[src/rtl/lsu_pkg.sv]
// Shared definitions for the load/store unit.
//   mem_size_t  : funct3 size/sign codes (111 has no member and is illegal)
//   lsu_err_t   : completion status reported on err
//   lsu_state_t : access FSM states
package lsu_pkg;

  typedef enum logic [2:0] {
    MEM_B  = 3'b000,
    MEM_H  = 3'b001,
    MEM_W  = 3'b010,
    MEM_D  = 3'b011,
    MEM_BU = 3'b100,
    MEM_HU = 3'b101,
    MEM_WU = 3'b110
  } mem_size_t;

  typedef enum logic [1:0] {
    ERR_OK         = 2'b00,
    ERR_MISALIGNED = 2'b01,
    ERR_TIMEOUT    = 2'b10,
    ERR_ILLEGAL    = 2'b11
  } lsu_err_t;

  typedef enum logic [1:0] {
    ST_IDLE = 2'b00,
    ST_REQ  = 2'b01,
    ST_WAIT = 2'b10,
    ST_DONE = 2'b11
  } lsu_state_t;

  // Lane mask of an access at offset 0: 1, 2, 4 or 8 bytes.
  function automatic logic [7:0] size_lanes(input logic [1:0] sz);
    case (sz)
      2'd0:    size_lanes = 8'h01;
      2'd1:    size_lanes = 8'h03;
      2'd2:    size_lanes = 8'h0F;
      default: size_lanes = 8'hFF;
    endcase
  endfunction

endpackage

[src/rtl/lsu_align.sv]
// Byte-lane alignment for the load/store unit (purely combinational).
// Ports:
//   funct3     in  3  : size/sign code
//   is_store   in  1  : store access (unsigned store codes are illegal)
//   offset     in  3  : addr[2:0]
//   data       in  64 : store operand (store side) or raw read data (load side)
//   be         out 8  : byte enables for the access
//   wdata      out 64 : data shifted into its byte lanes
//   rdata_ext  out 64 : data shifted down and sign/zero extended
//   misaligned out 1  : offset not a multiple of the access size
//   illegal    out 1  : funct3 111, or unsigned code on a store
module lsu_align
  import lsu_pkg::*;
(
  input  logic [2:0]  funct3,
  input  logic        is_store,
  input  logic [2:0]  offset,
  input  logic [63:0] data,
  output logic [7:0]  be,
  output logic [63:0] wdata,
  output logic [63:0] rdata_ext,
  output logic        misaligned,
  output logic        illegal
);

  logic [63:0] shifted;

  always_comb begin
    be        = size_lanes(funct3[1:0]) << offset;
    wdata     = data << {offset, 3'b000};
    shifted   = data >> {offset, 3'b000};
    illegal   = (funct3 == 3'b111) || (is_store && funct3[2]);

    // An aligned access can never straddle the 8-byte word.
    case (funct3[1:0])
      2'd0:    misaligned = 1'b0;
      2'd1:    misaligned = offset[0];
      2'd2:    misaligned = |offset[1:0];
      default: misaligned = |offset;
    endcase

    case (funct3)
      MEM_B:   rdata_ext = {{56{shifted[7]}},  shifted[7:0]};
      MEM_H:   rdata_ext = {{48{shifted[15]}}, shifted[15:0]};
      MEM_W:   rdata_ext = {{32{shifted[31]}}, shifted[31:0]};
      MEM_BU:  rdata_ext = {56'd0, shifted[7:0]};
      MEM_HU:  rdata_ext = {48'd0, shifted[15:0]};
      MEM_WU:  rdata_ext = {32'd0, shifted[31:0]};
      default: rdata_ext = shifted;
    endcase
  end

endmodule

[src/rtl/mem_access_unit.sv]
// Multicycle load/store unit driving a request/grant/response data port.
// Ports:
//   clk, reset (async, active-low)
//   start, is_store, funct3, addr, store_data : access command (sampled in IDLE)
//   busy, done, err, load_data                : status back to the control FSM
//   mem_req, mem_we, mem_addr, mem_be, mem_wdata, mem_gnt, mem_rvalid, mem_rdata
//   dbg_state                                 : current FSM state
// Handshake: mem_req is held with stable we/addr/be/wdata until the cycle
// mem_gnt is seen high (transfer accepted); mem_req drops the next cycle.
// Exactly one mem_rvalid per granted request, no earlier than the cycle after
// grant; rvalid outside WAIT is ignored.
module mem_access_unit
  import lsu_pkg::*;
#(
  parameter int ADDR_W  = 64,
  parameter int TIMEOUT = 255
)(
  input  logic              clk,
  input  logic              reset,
  input  logic              start,
  input  logic              is_store,
  input  logic [2:0]        funct3,
  input  logic [ADDR_W-1:0] addr,
  input  logic [63:0]       store_data,
  output logic              busy,
  output logic              done,
  output logic [1:0]        err,
  output logic [63:0]       load_data,
  output logic              mem_req,
  output logic              mem_we,
  output logic [ADDR_W-1:0] mem_addr,
  output logic [7:0]        mem_be,
  output logic [63:0]       mem_wdata,
  input  logic              mem_gnt,
  input  logic              mem_rvalid,
  input  logic [63:0]       mem_rdata,
  output logic [1:0]        dbg_state
);

  localparam int CNT_W = (TIMEOUT < 2) ? 1 : $clog2(TIMEOUT + 1);
  localparam logic [CNT_W-1:0] TIMEOUT_C = CNT_W'(TIMEOUT);

  lsu_state_t        state_q, state_d;
  logic              is_store_q;
  logic [2:0]        funct3_q;
  logic [2:0]        off_q;
  logic [CNT_W-1:0]  cnt_q;
  lsu_err_t          err_q;
  logic [63:0]       load_data_q;
  logic [ADDR_W-1:0] mem_addr_q;
  logic [7:0]        mem_be_q;
  logic [63:0]       mem_wdata_q;

  // One aligner serves both directions: in IDLE it sees the incoming
  // command, afterwards the latched command and the read data.
  logic        idle;
  logic [2:0]  al_f3;
  logic        al_store;
  logic [2:0]  al_off;
  logic [63:0] al_data;
  logic [7:0]  al_be;
  logic [63:0] al_wdata;
  logic [63:0] al_rdata;
  logic        al_misaligned;
  logic        al_illegal;

  always_comb begin
    idle     = (state_q == ST_IDLE);
    al_f3    = idle ? funct3        : funct3_q;
    al_store = idle ? is_store      : is_store_q;
    al_off   = idle ? addr[2:0]     : off_q;
    al_data  = idle ? store_data    : mem_rdata;
  end

  lsu_align u_align (
    .funct3     (al_f3),
    .is_store   (al_store),
    .offset     (al_off),
    .data       (al_data),
    .be         (al_be),
    .wdata      (al_wdata),
    .rdata_ext  (al_rdata),
    .misaligned (al_misaligned),
    .illegal    (al_illegal)
  );

  // State register.
  always_ff @(posedge clk or negedge reset) begin
    if (!reset) state_q <= ST_IDLE;
    else        state_q <= state_d;
  end

  // Next-state logic.
  always_comb begin
    state_d = state_q;
    case (state_q)
      ST_IDLE: if (start) state_d = (al_illegal || al_misaligned) ? ST_DONE : ST_REQ;
      ST_REQ:  if (mem_gnt) state_d = ST_WAIT;
      ST_WAIT: if (mem_rvalid || cnt_q == TIMEOUT_C) state_d = ST_DONE;
      ST_DONE: state_d = ST_IDLE;
      default: state_d = ST_IDLE;
    endcase
  end

  // Command latches, timeout counter and result registers.
  always_ff @(posedge clk or negedge reset) begin
    if (!reset) begin
      is_store_q  <= 1'b0;
      funct3_q    <= 3'd0;
      off_q       <= 3'd0;
      cnt_q       <= '0;
      err_q       <= ERR_OK;
      load_data_q <= 64'd0;
      mem_addr_q  <= '0;
      mem_be_q    <= 8'd0;
      mem_wdata_q <= 64'd0;
    end else begin
      case (state_q)
        ST_IDLE: begin
          if (start) begin
            is_store_q  <= is_store;
            funct3_q    <= funct3;
            off_q       <= addr[2:0];
            cnt_q       <= '0;
            mem_addr_q  <= {addr[ADDR_W-1:3], 3'b000};
            mem_be_q    <= al_be;
            mem_wdata_q <= al_wdata;
            // Illegal outranks misaligned.
            if (al_illegal)         err_q <= ERR_ILLEGAL;
            else if (al_misaligned) err_q <= ERR_MISALIGNED;
            else                    err_q <= ERR_OK;
          end
        end
        ST_WAIT: begin
          if (mem_rvalid) begin
            if (!is_store_q) load_data_q <= al_rdata;
          end else if (cnt_q == TIMEOUT_C) begin
            err_q <= ERR_TIMEOUT;
          end else begin
            cnt_q <= cnt_q + CNT_W'(1);
          end
        end
        default: ;
      endcase
    end
  end

  assign busy      = (state_q != ST_IDLE);
  assign done      = (state_q == ST_DONE);
  assign mem_req   = (state_q == ST_REQ);
  assign mem_we    = mem_req & is_store_q;
  assign mem_addr  = mem_addr_q;
  assign mem_be    = mem_be_q;
  assign mem_wdata = mem_wdata_q;
  assign err       = err_q;
  assign load_data = load_data_q;
  assign dbg_state = state_q;

endmodule

[config.mk]
export PLATFORM = sky130hd
export DESIGN_NAME = mem_access_unit
export DESIGN_NICKNAME = d
export VERILOG_FILES = /design/src/rtl/lsu_pkg.sv /design/src/rtl/lsu_align.sv /design/src/rtl/mem_access_unit.sv
export SDC_FILE = /design/constraint.sdc
export NUM_CORES = 1
export LEC_CHECK = 0
export CORE_UTILIZATION = 30
export DETAILED_ROUTE_END_ITERATION = 12
export MAX_ROUTING_LAYER = met4
export PLACE_DENSITY = 0.52
export SLEW_MARGIN = 20
export SYNTH_ARGS = -nofsm -noshare
export SYNTH_HDL_FRONTEND = slang
export SYNTH_HIERARCHICAL = 1
export SYNTH_SLANG_ARGS = --single-unit
[constraint.sdc]
create_clock -name clk -period 3.6 [get_ports clk]
set_clock_uncertainty 0.05 [all_clocks]
set_input_delay 0.72 -clock clk [delete_from_list [all_inputs] [get_ports clk]]
set_output_delay 0.72 -clock clk [all_outputs]
set_load 0.02 [all_outputs]
==> key figures <==
Floorplanning
  • Die Wd: ~220 um
  • Ports: 409
  • Initial Util: a little under a third
  • # rows: between 70 and 80
  • Core area: about 45,000 um^2
  • Die footprint: between 40,000 and 50,000 um^2
  • Die Ht: 216 um

Power and ir drop
  • Clock network fraction of total power: ~14%
  • Peak VDD IR: about 0.00036 V
  • Static leakage: between 8 and 9 nW
  • Pint: 12.1 mW
  • Sequential share of power: between 20% and 30%
  • Switching share of power: ~42%
  • Sw power: approximately 8.9 mW
  • Pwr Density: around 1100 nW/um^2
  • Logic gate share of total power: between 60% and 70%

Cells and area
  • Design area: roughly 20,000 um^2
  • Most frequent cells in the layout: 404 x clkdlybuf4s50_1, 247 x mux2_2, 216 x dfrtp_1
  • Share of cells above drive strength 1: between 20 and 30%
  • Nets: approximately 1,800
  • Ant. Diodes: 0
  • Commonest non-fill, non-tap cell in the layout: clkdlybuf4s50_1
  • P&R area growth vs syn: 42.7%

Timing
  • Min Tclk post-route: 3.39 ns
  • Final hold vios: 0
  • Setup tns final: 0 ns
  • Fin Hold WS: 0.0143 ns
  • Unrepaired setup endpoints after global routing: no
  • Fmax: approximately 300 MHz
  • Max-slew violations: 0
  • Worst-Margin Slew: 0.695 ns
  • Setup violators final: 0
  • Relative slew margins: between 50% and 60%
  • Tcrit/Tclk final: roughly 94%

Worst setup path
  • Worst Setup EP: load_data[16]
  • Worst Setup End Kind: register
  • Crit path launch type: register
  • WP data required: roughly 4 ns
  • Critical path launch point: dbg_state[0]
  • Crit path kind: reg -> reg
  • Reg2Reg Setup Slack: about 0.21 ns
  • RR Endpoint: load_data[16]
  • Worst R2R Path Depth: 11
  • Reg2reg start: dbg_state[0]
  • Arrival time worst endpoint: about 3.8 ns
  • Worst-path fanout max: 25

Clocking
  • Latest clock arrival within the worst-skew pair: roughly 0.56 ns
  • Clk sinks: between 200 and 250
  • Hold-fix buffers, CTS: 0
  • Setup Fix Bufs, Post-CTS: 0
  • Clock buffer count from CTS: 28
  • CTS tree: yes
  • Post_cts resized: 0
  • Clock buffer depth: 3
  • Root Buffer: clkbuf_16
  • Reg clk slew, reported paths: approximately 0.06 ns
  • H-tree lvl count: 1

Synthesis
  • Seq/Total Area, Yosys: between 30% and 40%
  • Post-synthesis compound-gate area fraction: between 7 and 8%
  • Synth Area in Adders: less than 1%
  • Syn_area_per_cell: around 12 um^2
  • Post-Syn Instances: roughly 1,200
  • Post-synthesis sequential element count: approximately 220
  • Ys Warns: 6
  • Post-synth EDFFs: 0
  • Post-Synth Simple-Gate Area: under 10%
  • Area contributors post-synth: dfrtp_1 39%, mux2_2 21%, mux2_4 6.6%
  • Mux contribution to synthesized area: a little under two fifths
  • Largest family of logic cells by synthesized area: multiplexers
  • Area leader, netlist: dfrtp_1
  • Async SR Flop Fraction: 100%
  • Post-synthesis xor/xnor area fraction: 0%
  • Prevailing post-synth register cell: dfrtp_1
  • Synth cell types: 50
  • Post-synth top area share: 39.5%
  • Cell Area, Synth: around 14,000 um^2

Routing
  • Router iterations before antenna repair: 5
  • Detailed-route wire length: between 40,000 and 50,000 um
  • Via density: a little over 5
  • Drt drc: 0
  • Initial DRC count: 791
  • Remaining antenna violation count: 0
  • Detailed-route via count: between 10,000 and 15,000
  • Routed wire length per instance: 22.3 um

Global routing
  • First-pass GRT wire length: between 70,000 and 80,000 um
  • Overflow left after global routing: 0
  • Largest net degree at the start of global routing: 78
  • Initial antenna violation count: 0
  • GRT Util Overall: between 20% and 30%
  • Vias in the first global route: between 10,000 and 15,000

Placed design
  • DP HPWL: ~37,000 um
  • # port buffers: around 410
  • GPL Wtd Cong: about 0.85
  • Placed cell area: around 19,000 um^2

Run status
  • Outcome: complete, no violations

Hold path
  • Worst Hold Class: in -> async

Job
  • Max_cap viols: 0
-- logic make-up (layout without fill, tap and decap cells) --
| logic type | after synthesis | after routing |
|---|---|---|
| buf+inv | 140 | 538 |
| simple gates | 246 | 246 |
| other cells | 1 | 3 |
| compound gates | 161 | 161 |
| flops | 216 | 216 |
| mux | 409 | 409 |
| fa+ha+maj | 5 | 5 |
-- metrics by stage --
stage	cells	power (mW)	util [%]	setup WS, ns
after floorplan	1180	12.8	-	0.276
after global placement	2119	17.8	41.5	0.176
after detailed placement	2119	17.9	41.5	0.179
after CTS	2170	21.1	43.8	0.206
after global routing	2170	22.2	43.8	0.0145
final	2170	21.0	43.8	0.211
-- worst min-delay path by stage --
stage	to	depth (start not counted)
2_1_floorplan	cnt_q[0]	0
3_3_place_gp	funct3_q[0]	1
3_5_place_dp	mem_addr[42]	1
4_1_cts	mem_be[2]	1
5_1_grt	mem_wdata[6]	1
6_report	mem_wdata[6]	1
-- power by group through the flow --
stage	combinational (mW)	sequential (mW)	clock (mW)
floorplan	7.51	5.32	0
global placement	13.7	4.19	0
detailed placement	13.7	4.22	0
CTS	13.8	4.20	3.13
global route	14.6	4.35	3.23
finish	13.7	4.19	3.04
-- registers in the layout, indices dropped and copies added, names as in the netlist --
signal	cells
dbg_state	2
cnt_q	8
off_q	3
funct3_q	3
load_data	64
mem_addr	61
mem_wdata	64
is_store_q	1
err	2
mem_be	8
-- Yosys cell counts (2+ instances only) --
cell	n
o311ai_0	2
clkbuf_1	29
dfrtp_1	216
a21boi_0	3
a22oi_1	2
buf_6	14
nor3_1	4
o21bai_1	2
o211ai_1	14
inv_1	27
and2_1	30
nand4_1	34
o32ai_1	3
o221ai_1	3
nand3_2	2
o32a_1	5
mux2_4	60
o2111ai_1	8
o21ai_0	43
mux2i_1	61
buf_2	50
or2_1	2
nand3b_1	7
nand2_1	65
nand3_1	12
mux4_2	38
buf_4	10
nor2_1	47
ha_1	5
nor4_1	2
a21oi_1	29
buf_1	10
a31oi_1	5
o22a_1	4
a211oi_1	12
a21o_1	5
o22ai_1	17
nor2b_1	24
mux2_2	250
nand2b_1	12
-- layout make-up --
cell class                      count  area [um^2]
Inverter                           27          101
Tap cell                          592          741
Multi-Input combinational cell    824         7610
Timing Repair Buffer              460         4670
Clock buffer                       38          798
Sequential cell                   216         5410
Clock inverter                     13          204
Fill cell                        4230        25100
-- critical path: stages (launching register included) --
cell and delay (ns):
dfrtp_1 0.43, inv_1 0.14, ha_4 0.41, buf_12 0.18
buf_12 0.14, buf_4 0.15, mux2_2 0.42, mux4_2 0.50
nor2b_1 0.14, o21ai_0 0.19, nand3_1 0.17, mux2_4 0.30
-- metal layers --
metal	global-route usage (%)	up-vias	part of all wire, %
li1	-	5078	-
met1	28.8	5491	46
met2	32.0	368	46
met3	3.75	51	5.5
met4	5.30	0	2.3
met5	-	-	0
Note: power is estimated with default switching activity, not from simulation.
